[src/rtl/axistream_packet_gate.sv]
// axistream_packet_gate: credit-metered AXI-Stream gate; each credit releases one whole packet.
// Define AXISTREAM_PACKET_GATE_DROP_EN to add the flush port and the whole-packet DROP state.
module axistream_packet_gate #(
    parameter int DATA_WIDTH   = 8,
    parameter int CREDIT_WIDTH = 4,
    parameter int COUNT_WIDTH  = 16
) (
    input  logic                    clk,
    input  logic                    rst_n,
    input  logic                    src_tvalid,
    output logic                    src_tready,
    input  logic [DATA_WIDTH-1:0]   src_tdata,
    input  logic                    src_tlast,
    output logic                    dest_tvalid,
    input  logic                    dest_tready,
    output logic [DATA_WIDTH-1:0]   dest_tdata,
    output logic                    dest_tlast,
    input  logic                    go,
`ifdef AXISTREAM_PACKET_GATE_DROP_EN
    input  logic                    flush,
`endif
    output logic [CREDIT_WIDTH-1:0] credits,
    output logic                    credit_overflow,
    output logic [COUNT_WIDTH-1:0]  pkt_count,
    output logic                    busy,
    output logic [1:0]              dbg_state
);

    localparam logic [1:0] IDLE = 2'd0;
    localparam logic [1:0] PASS = 2'd1;
`ifdef AXISTREAM_PACKET_GATE_DROP_EN
    localparam logic [1:0] DROP = 2'd2;
`endif
    localparam logic [CREDIT_WIDTH-1:0] CREDIT_MAX = '1;

    logic [1:0]              state;
    logic [1:0]              state_next;
    logic                    in_pass;
    logic                    pass_done;
    logic                    select;
    logic                    credit_dec;
    logic                    credit_inc;
    logic [CREDIT_WIDTH-1:0] credits_next;

    assign in_pass    = (state == PASS);
    assign dest_tdata = src_tdata;
    assign busy       = (state != IDLE);
    assign dbg_state  = state;
    assign pass_done  = in_pass && src_tvalid && dest_tready && src_tlast;

    // A beat transfers on valid && ready of its side; in PASS the two sides are wired
    // straight through, so a source beat moves exactly when the consumer takes it.
    assign dest_tvalid = rst_n && in_pass && src_tvalid;
    assign dest_tlast  = rst_n && in_pass && src_tlast;

`ifdef AXISTREAM_PACKET_GATE_DROP_EN
    logic in_drop;
    logic drop_done;
    logic drop_pending;
    logic take_drop;

    assign in_drop    = (state == DROP);
    assign drop_done  = in_drop && src_tvalid && src_tlast;
    assign select     = (state == IDLE) || pass_done || drop_done;
    assign src_tready = rst_n && (in_pass ? dest_tready : in_drop);
`else
    assign select     = (state == IDLE) || pass_done;
    assign src_tready = rst_n && in_pass && dest_tready;
`endif

    // Packet boundary: a pending drop wins over a credit; otherwise spend a credit
    // on the same edge so consecutive packets flow without a bubble.
    always_comb begin
        state_next = state;
        credit_dec = 1'b0;
`ifdef AXISTREAM_PACKET_GATE_DROP_EN
        take_drop  = 1'b0;
`endif
        if (select) begin
            state_next = IDLE;
`ifdef AXISTREAM_PACKET_GATE_DROP_EN
            if (drop_pending) begin
                state_next = DROP;
                take_drop  = 1'b1;
            end else
`endif
            if (credits != '0) begin
                state_next = PASS;
                credit_dec = 1'b1;
            end
        end
    end

    // A decrement frees a slot first, so go at saturation still lands when a credit is spent.
    assign credit_inc   = go && ((credits != CREDIT_MAX) || credit_dec);
    assign credits_next = credits + CREDIT_WIDTH'(credit_inc) - CREDIT_WIDTH'(credit_dec);

    always_ff @(posedge clk) begin
        if (!rst_n) begin
            state           <= IDLE;
            credits         <= '0;
            credit_overflow <= 1'b0;
            pkt_count       <= '0;
        end else begin
            state           <= state_next;
            credits         <= credits_next;
            credit_overflow <= go && (credits == CREDIT_MAX) && !credit_dec;
            if (pass_done) begin
                pkt_count <= pkt_count + COUNT_WIDTH'(1);
            end
        end
    end

`ifdef AXISTREAM_PACKET_GATE_DROP_EN
    always_ff @(posedge clk) begin
        if (!rst_n) begin
            drop_pending <= 1'b0;
        end else begin
            drop_pending <= (drop_pending && !take_drop) || flush;
        end
    end
`endif

endmodule

[config.mk]
export PLATFORM = sky130hd
export DESIGN_NAME = axistream_packet_gate
export DESIGN_NICKNAME = d
export VERILOG_FILES = /design/src/rtl/axistream_packet_gate.sv
export SDC_FILE = /design/constraint.sdc
export NUM_CORES = 1
export LEC_CHECK = 0
export ABC_AREA = 1
export BUFFER_PORTS_ARGS = -buffer_cell sky130_fd_sc_hd__buf_2
export CAP_MARGIN = 10
export CORE_MARGIN = 2
export CORE_UTILIZATION = 30
export DETAILED_ROUTE_END_ITERATION = 8
export PLACE_DENSITY = 0.66
export SYNTH_ARGS = -nofsm -noshare
export SYNTH_HDL_FRONTEND = slang
export SYNTH_SLANG_ARGS = --single-unit
[constraint.sdc]
create_clock -name clk -period 3.4 [get_ports clk]
set_input_delay 0.34 -clock clk [delete_from_list [all_inputs] [get_ports clk]]
set_output_delay 0.34 -clock clk [all_outputs]
set_load 0.05 [all_outputs]
==> run_results.csv, run 1 <==
group,metric,value,unit
run,cap_violations,0,
cells_and_area,register_area,440,um^2
sta,hold_viol,0,
place,post-dp-hpwl,1930,um
cells_and_area,final_cell_area,1460,um^2
route,vias_per_cell,4.28,
sta,rsz0062_at_grt,"no",
cts,tritoncts,"done",
synthesis,synth_cell_type_count,26,
grt,grt_pass1_vias,959,
critical_path,worstPathArrival,2.28,ns
sta,post-route-period-util,0.624,
route,wl_per_cell,9.87,um
route,drtIter0Drc,69,
synthesis,synth_cells,177,
grt,grt_pass1_wl,4110,um
cells_and_area,antenna_cells,0,
synthesis,ys_seq_area_frac,0.352,
sta,holdWs,0.351,ns
die,start_util,0.313,
cts,cts_buffers,3,
synthesis,synth_area_leaders,"dfxtp_1, nor2_1, nand2_1, inv_1, buf_4",
synthesis,synth_area,1250,um^2
grt,gr-usage-all-layers,0.118,
cells_and_area,multi_input_area,632,um^2
power,power_density,627,nW/um^2
cells_and_area,fin_nets,222,
power,vdd_drop_max,0.282,mV
cts,cts.repair.resized,0,
synthesis,syn_nets,198,
place,dp.cells,246,
hold_path,whs_endpoint,"credit_overflow",
cells_and_area,fill_cells,424,
critical_path,critical_path.startpoint_type,"flop",
cts,clockRootBuffer,"clkbuf_8",
synthesis,synth_top_area_cell,"dfxtp_1",
grt,grt_max_degree,14,
synthesis,avgSynthCellArea,7.07,um^2
critical_path,timing.rr.start,"dbg_state[0]",
critical_path,critPathMaxFanout,10,
cts,cts.sinks,22,
cts,postCtsSetupRepairBufs,0,
cells_and_area,fin_util,0.364,
die,row_count,23,
sta,maxSlewViolCount,0,
route,wirelength,2470,um
cts,cts_hold_buf,0,
place,dpl_worst_slack,1.23,ns
route,antenna_left,0,
cts,clockBufferDepth,2,
place,post_dp_cell_area,1390,um^2
sta,finClkSkew,0.00502,ns
die,die_h,68.6,um
die,core_area,4000,um^2
power,p_leak,0.695,nW
place,port_buffers,31,
hold_path,min_from,"go",
sta,fin_setup_tns,0,ns
die,io_pins,49,
critical_path,end_kind,"flop",
cells_and_area,fin_cells,250,
run_status,status,"finished clean",
grt,grt_overflow_total,0,
die,die_area,4700,um^2
critical_path,path_class,"reg2reg",
synthesis,ys_ff_latch,22,
sta,fin_ws,1.28,ns
critical_path,r2r.worst_path.cells,13,
sta,min_period,2.12,ns
cts,clock_latency,0.27,ns
critical_path,r2r-end,"credits[2]",
critical_path,reg2reg_setup_slack,1.28,ns
synthesis,ys_warn_count,0,
cts,clk_pin_slew,0.08,ns
route,drcViolationCount,0,
cells_and_area,drive_above_1_share,0.215,
sta,max_freq,0.471,GHz
hold_path,hold_path_class,"in2reg",
place,place.gp.congestion,0.838,
hold_path,hold_path_depth,2,
cts,htree_num_levels,1,
grt,antenna_found_initial,0,
route,dr.pass1.iters,4,
power,power.total,914,uW
critical_path,cp.required,3.55,ns
sta,setup_violations,0,
cells_and_area,syn2layout_area_growth,16.5,%
route,num_vias,1070,
die,die_w,68.6,um
synthesis,yosys.area.top_type_share,0.352,
## per-layer routing
layer  part of all wire  vias up  wire length (um)  track usage
met4              0.023        0                57       0.0775
met5                  0        -                 0            0
li1                   -      590                 -            -
met3              0.051        4               127       0.0244
met2               0.45       21              1110        0.189
met1               0.47      455              1170        0.141
## report_power, final
part	total (mW)	internal [mW]	switching, mW
clock	0.248	0.157	0.0901
sequential	0.317	0.285	0.0316
combinational	0.349	0.102	0.247
total	0.914	0.545	0.369
## Yosys cell counts
library cell  count
a21oi_1           4
a31oi_1           2
and3_1            1
buf_4            10
clkbuf_1          2
conb_1            1
dfxtp_1          22
fa_1              1
ha_1              6
inv_1            24
inv_4             1
nand2_1          33
nand2_2           1
nand2_4           1
nand3_1          10
nand4_1           5
nor2_1           34
nor2_2            2
nor2_4            1
nor2_8            1
nor3_1            1
o21ai_0           7
o21ai_2           1
o21bai_1          1
xnor2_1           1
xor2_1            4
## how the worst max path moves through the flow
stage                 start          to
3_3_place_gp      src_tlast  credits[2]
5_1_grt        dbg_state[0]  credits[2]
4_1_cts        dbg_state[0]  credits[2]
6_report       dbg_state[0]  credits[2]
2_1_floorplan  dbg_state[0]  credits[2]
3_5_place_dp      src_tlast  credits[2]
## flip-flops by register name, summed over array words and instances, names as in the netlist
name and flops:
pkt_count 16, credits 4, credit_overflow 1, dbg_state 1
## critical path, cell delays in order, from the launching register on
cell	delay, ns
dfxtp_1	0.40
nand2_2	0.12
nor2_8	0.21
inv_4	0.06
nand2_1	0.10
o21ai_2	0.09
nor2_2	0.13
inv_1	0.07
nand2_1	0.06
ha_1	0.17
inv_1	0.06
fa_1	0.37
xor2_1	0.13
nor2_1	0.05
## placed cells by master, fill, tap and decap left out
cell type,count
bufinv_16,1
nor2_2,2
o21ai_0,7
o21bai_1,1
dfxtp_1,22
nor2_8,1
ha_1,6
nand4_1,5
a21oi_1,4
nor2_4,1
xor2_1,4
buf_2,31
nand3_1,10
conb_1,1
and3_1,1
a31oi_1,2
fa_1,1
inv_4,1
nor3_1,1
xnor2_1,1
nand2_2,1
clkbuf_8,3
nand2_4,1
nor2_1,34
inv_1,24
o21ai_2,1
nand2_1,33
## cells by family (layout without fill, tap and decap cells)
kind of cell | after synthesis | after routing | synth area share
AO/OA/AOI/OAI | 15 | 15 | 0.0670
flip-flops | 22 | 22 | 0.352
AND/OR/NAND/NOR | 90 | 90 | 0.324
XOR/XNOR | 5 | 5 | 0.0350
other | 1 | 1 | 0.00300
adder cells (fa/ha/maj) | 7 | 7 | 0.0760
buffers and inverters | 37 | 60 | 0.143
## cell type report
class,count,share of cell area
well taps,50,0.0429
clock inverters,1,0.0206
flip-flops and latches,22,0.302
inverters,25,0.0661
clock buffers,3,0.0283
multi-input cells,118,0.433
repair buffers,31,0.106
(Power assumes the default switching activity.)
==> inputs of run 2 (changes only) <==
PLACE_DENSITY = 0.68   (was 0.66)
clock period = 1.7 ns   (was 3.4 ns; I/O delays follow)
==> run 2 against run 1 <==
Effect of this change:
- the run now ends with setup timing left
- first-iteration DRC count is 14% lower
- wire length increased by 10%
- total power grew 130%
- global-route usage up 0.92 points
- largest power group unchanged
==> run_results.csv, run 2 (synthesis results as in run 1) <==
group,metric,value,unit
run_status,status,"finished with violations",
run_status,violations,"setup timing",
die,die_h,68.6,um
cts,clk_pin_slew,0.08,ns
critical_path,end_kind,"flop",
die,die_area,4700,um^2
sta,fin_ws,-0.119,ns
critical_path,critPathLaunch,"dbg_state[0]",
critical_path,r2r.worst_path.cells,12,
cells_and_area,multi_input_area,694,um^2
sta,fin_setup_tns,-0.213,ns
critical_path,critical_path.startpoint_type,"flop",
grt,antenna_found_initial,0,
place,dpl_worst_slack,-0.175,ns
sta,min_period,1.82,ns
power,vdd_drop_max,0.758,mV
critical_path,reg2reg_setup_slack,-0.12,ns
critical_path,critPathMaxFanout,3,
die,die_w,68.6,um
grt,grt_pass1_wl,4560,um
cts,tritoncts,"done",
critical_path,timing.rr.start,"dbg_state[0]",
sta,rsz0062_at_grt,"yes",
cells_and_area,largest_reg_flops,16,
cells_and_area,syn2layout_area_growth,33.5,%
cells_and_area,layout_commonest_cell,"nor2_1",
place,post-dp-hpwl,2090,um
route,dr.max_layer_used,"met4",
hold_path,hold_path_class,"in2reg",
sta,finClkSkew,0.00662,ns
cts,clockBufferDepth,2,
cts,htree_num_levels,1,
critical_path,cp.required,1.85,ns
route,drtIter0Drc,59,
route,vias_per_cell,4.39,
power,power_density,1280,nW/um^2
grt,gr-usage-all-layers,0.127,
cts,cts_buffers,3,
route,wl_met1,1190,um
cts,clockRootBuffer,"clkbuf_8",
grt,grt_pass1_vias,1123,
route,num_vias,1181,
cts,cts.sinks,22,
die,row_count,23,
route,drcViolationCount,0,
sta,max_freq,0.550,GHz
cells_and_area,antenna_cells,0,
critical_path,worstPathArrival,1.97,ns
route,dr.pass1.iters,4,
place,dp.cells,258,
place,port_buffers,31,
cells_and_area,drive_above_1_share,0.347,
cells_and_area,register_area,450,um^2
cells_and_area,layout_common_cells,"nor2_1, nand2_1, buf_2",
route,wirelength,2720,um
sta,setup_violations,2,
sta,hold_viol,0,
critical_path,path_class,"reg2reg",
critical_path,setup.worst_path.end,"credits[1]",
cts,clock_latency,0.26,ns
route,met3_length,107,um
power,p_leak,0.798,nW
cells_and_area,fill_cells,410,
die,start_util,0.313,
place,place.gp.congestion,0.805,
critical_path,r2r-end,"credits[1]",
route,wl_per_cell,10.1,um
die,core_area,4000,um^2
power,power.total,2.13,mW
route,wl_met2,1380,um
grt,grt_max_degree,14,
cells_and_area,fin_cells,269,
run,cap_violations,0,
cells_and_area,top_regs,"pkt_count: 16 flops, credits: 4 flops",
route,antenna_left,0,
sta,maxSlewViolCount,0,
die,io_pins,49,
grt,grt_overflow_total,0,
cells_and_area,fin_nets,241,
sta,post-route-period-util,1.07,
cells_and_area,top_register,"pkt_count",
==> run 2: what timing repair did <==
item	CTS	global route
hold endpoints to repair	0	0
hold buffers	0	0
endpoints found under the setup margin	3	3
buffers inserted	5	3
gates resized for setup	9	5
pin swaps	7	5
==> run 2: worst min path at each step <==
stage | start | to | slack, ns | cells after the start
final | go | credit_overflow | 0.19 | 2
after global routing | go | credit_overflow | 0.18 | 2
after detailed placement | src_tdata[0] | dest_tdata[0] | 0.34 | 0
after floorplan | rst_n | pkt_count[0] | 0.31 | 2
after global placement | src_tdata[0] | dest_tdata[0] | 0.34 | 0
after CTS | go | credit_overflow | 0.18 | 2
==> run 2: report_power, final <==
part	internal (mW)	leakage, nW	switching, mW
sequential	0.585	0.180	0.0574
clock	0.255	0.0339	0.182
combinational	0.437	0.583	0.617
==> run 2: area by class of cell <==
class	instances	area share
sequential	22	0.270
multi-input combinational	118	0.416
clock buffer	4	0.0397
tap	50	0.0375
inverter	25	0.0592
timing repair buffer	50	0.178
==> run 2: metal layers <==
metal	track usage	vias up
met5	0	-
met4	0.0425	0
met3	0.0373	4
met2	0.227	23
met1	0.142	531
li1	-	623
==> run 2: stage by stage <==
step / cell area (um^2) / hold slack (ns) / utilization
after floorplan: 1270 / 0.308 / -
after global placement: 1490 / 0.340 / 0.373
after detailed placement: 1490 / 0.340 / 0.373
after CTS: 1620 / 0.182 / 0.405
after global routing: 1670 / 0.184 / 0.418
final: 1670 / 0.191 / 0.418
==> run 2: worst max-delay path: stages (launching register included) <==
cell and delay (ns):
dfxtp_4 0.37, nand2_4 0.07, nor2_8 0.09, inv_4 0.04
nand2_4 0.06, o21ai_4 0.06, nor2_2 0.12, inv_1 0.06
nand2_1 0.07, ha_2 0.18, inv_2 0.04, fa_2 0.51
nor2_1 0.04
==> inputs of run 3 (changes only) <==
PLACE_DENSITY = unset   (was 0.68)
PLACE_DENSITY_LB_ADDON = 0.15   (was unset)
==> run 3 against run 2 <==
Effect of this change:
- the run still ends with setup timing left
- register-to-register slack worse by 0.03 ns
- wire length is 5.9% higher
- global-route usage is 0.71 points higher
- die area stayed put
- setup slack worse by 0.026 ns
- largest power group unchanged
==> run_results.csv, run 3 (synthesis results as in run 1) <==
group,metric,value,unit
grt,grt_max_degree,14,
sta,hold_viol,0,
place,port_buffers,31,
sta,finClkSkew,0.000855,ns
sta,setup_violations,3,
die,core_area,4000,um^2
route,antenna_left,0,
route,vias_per_cell,4.34,
grt,grt_pass1_vias,1068,
power,power_density,1240,nW/um^2
sta,post-route-period-util,1.09,
power,vdd_drop_max,0.899,mV
place,dp.cells,258,
cts,clk_pin_slew,0.08,ns
die,start_util,0.313,
cells_and_area,antenna_cells,0,
cells_and_area,top_register,"pkt_count",
route,dr.pass1.iters,4,
critical_path,crit_chain,"nand2_4, nor2_8, inv_4, nand2_4, o21ai_4, nor2_2, inv_1, nand2_1, ha_2, inv_2, fa_2, nor2_1",
cts,clock_latency,0.26,ns
sta,maxSlewViolCount,0,
route,drcViolationCount,0,
cts,clockBufferDepth,2,
cts,htree_num_levels,1,
cts,tritoncts,"done",
critical_path,worstPathArrival,2.01,ns
critical_path,cp_common_cell,"nand2_4",
sta,fin_setup_tns,-0.313,ns
cells_and_area,syn2layout_area_growth,31.2,%
route,num_vias,1167,
place,place.gp.congestion,0.803,
cells_and_area,drive_above_1_share,0.342,
cts,cts.sinks,22,
run,cap_violations,0,
cts,clockRootBuffer,"clkbuf_8",
hold_path,hold_path_class,"in2reg",
critical_path,end_kind,"flop",
hold_path,hold_path_depth,2,
critical_path,reg2reg_setup_slack,-0.14,ns
cells_and_area,fin_nets,241,
sta,max_freq,0.542,GHz
power,p_leak,0.790,nW
sta,min_period,1.84,ns
sta,rsz0062_at_grt,"yes",
route,wirelength,2880,um
critical_path,crit_family,"adder cells",
sta,fin_ws,-0.145,ns
critical_path,cpMaxStageDelayCell,"fa_2",
die,die_h,68.6,um
die,die_area,4700,um^2
critical_path,slowest_delay,0.51,ns
run_status,violations,"setup timing",
grt,gr-usage-all-layers,0.134,
die,row_count,23,
cts,cts_buffers,3,
grt,grt_overflow_total,0,
run_status,status,"finished with violations",
critical_path,path_class,"reg2reg",
critical_path,cp.required,1.87,ns
critical_path,cp_num_cells,12,
die,io_pins,49,
route,wl_per_cell,10.7,um
route,drtIter0Drc,34,
cts,cts_hold_buf,0,
die,die_w,68.6,um
cells_and_area,layout_common_cells,"nor2_1, nand2_1, buf_2",
critical_path,critical_path.startpoint_type,"flop",
cells_and_area,layout_commonest_cell,"nor2_1",
cells_and_area,fill_cells,434,
cells_and_area,top_regs,"pkt_count: 16 flops, credits: 4 flops",
grt,grt_pass1_wl,4710,um
critical_path,r2r.worst_path.cells,12,
critical_path,path_buf_inv,3,
critical_path,critPathMaxFanout,3,
cells_and_area,largest_reg_flops,16,
place,post-dp-hpwl,2180,um
grt,antenna_found_initial,0,
cells_and_area,fin_cells,269,
-- run 3: cell counts in the layout (fill, tap and decap cells not counted) --
Identical to the previous run, type by type.
-- run 3: repair_timing --
| item | in CTS | in global routing |
|---|---|---|
| hold endpoints to repair | 0 | 0 |
| setup endpoints to repair | 3 | 3 |
| gates resized for setup | 10 | 2 |
| pin swaps | 8 | 8 |
| setup buffers | 4 | 3 |
-- run 3: cell type report --
type                       instances  area [um^2]  share of cell area
inverter                          25         98.8              0.0602
clock buffer                       4         55.1              0.0335
timing repair buffer              50          298               0.181
tap                               50         62.6              0.0381
multi-input combinational        118          677               0.412
sequential                        22          450               0.274
-- run 3: through the flow --
stage | area (um^2) | hold WS, ns | worst slack [ns] | power (mW) | utilization
floorplan | 1270 | 0.308 | -0.329 | 1.30 | -
global placement | 1490 | 0.340 | -0.107 | 1.50 | 0.373
detailed placement | 1490 | 0.340 | -0.146 | 1.51 | 0.373
CTS | 1610 | 0.177 | -0.120 | 2.01 | 0.402
global route | 1640 | 0.177 | -0.244 | 2.20 | 0.410
finish | 1640 | 0.185 | -0.145 | 2.04 | 0.410
-- run 3: layer usage --
| metal | up-vias | global-route usage | routed length (um) | part of all wire |
|---|---|---|---|---|
| li1 | 623 | - | - | - |
| met1 | 514 | 0.148 | 1280 | 0.45 |
| met2 | 24 | 0.242 | 1400 | 0.49 |
| met3 | 6 | 0.0406 | 156 | 0.054 |
| met4 | 0 | 0.0450 | 38 | 0.013 |
| met5 | - | 0 | 0 | 0 |
-- run 3: final timing paths --
check / start / end
max: dbg_state[0] / credits[1]
min: go / credit_overflow
max reg2reg: dbg_state[0] / credits[1]
min reg2reg: pkt_count[4] / pkt_count[4]
-- run 3: report_power, final --
group | switching [mW] | internal (mW) | leakage, nW
combinational | 0.601 | 0.412 | 0.581
clock | 0.182 | 0.207 | 0.0288
sequential | 0.0529 | 0.585 | 0.180
total | 0.836 | 1.20 | 0.790
-- run 3: worst reg2reg max path, delay by kind of cell, from the launching register on --
kind | cells | cell delay, ns
AOI/OAI and AO/OA | 1 | 0.06
adders and majority gates | 2 | 0.69
buffers and inverters | 3 | 0.15
DFF | 1 | 0.36
and+or+nand+nor | 6 | 0.48
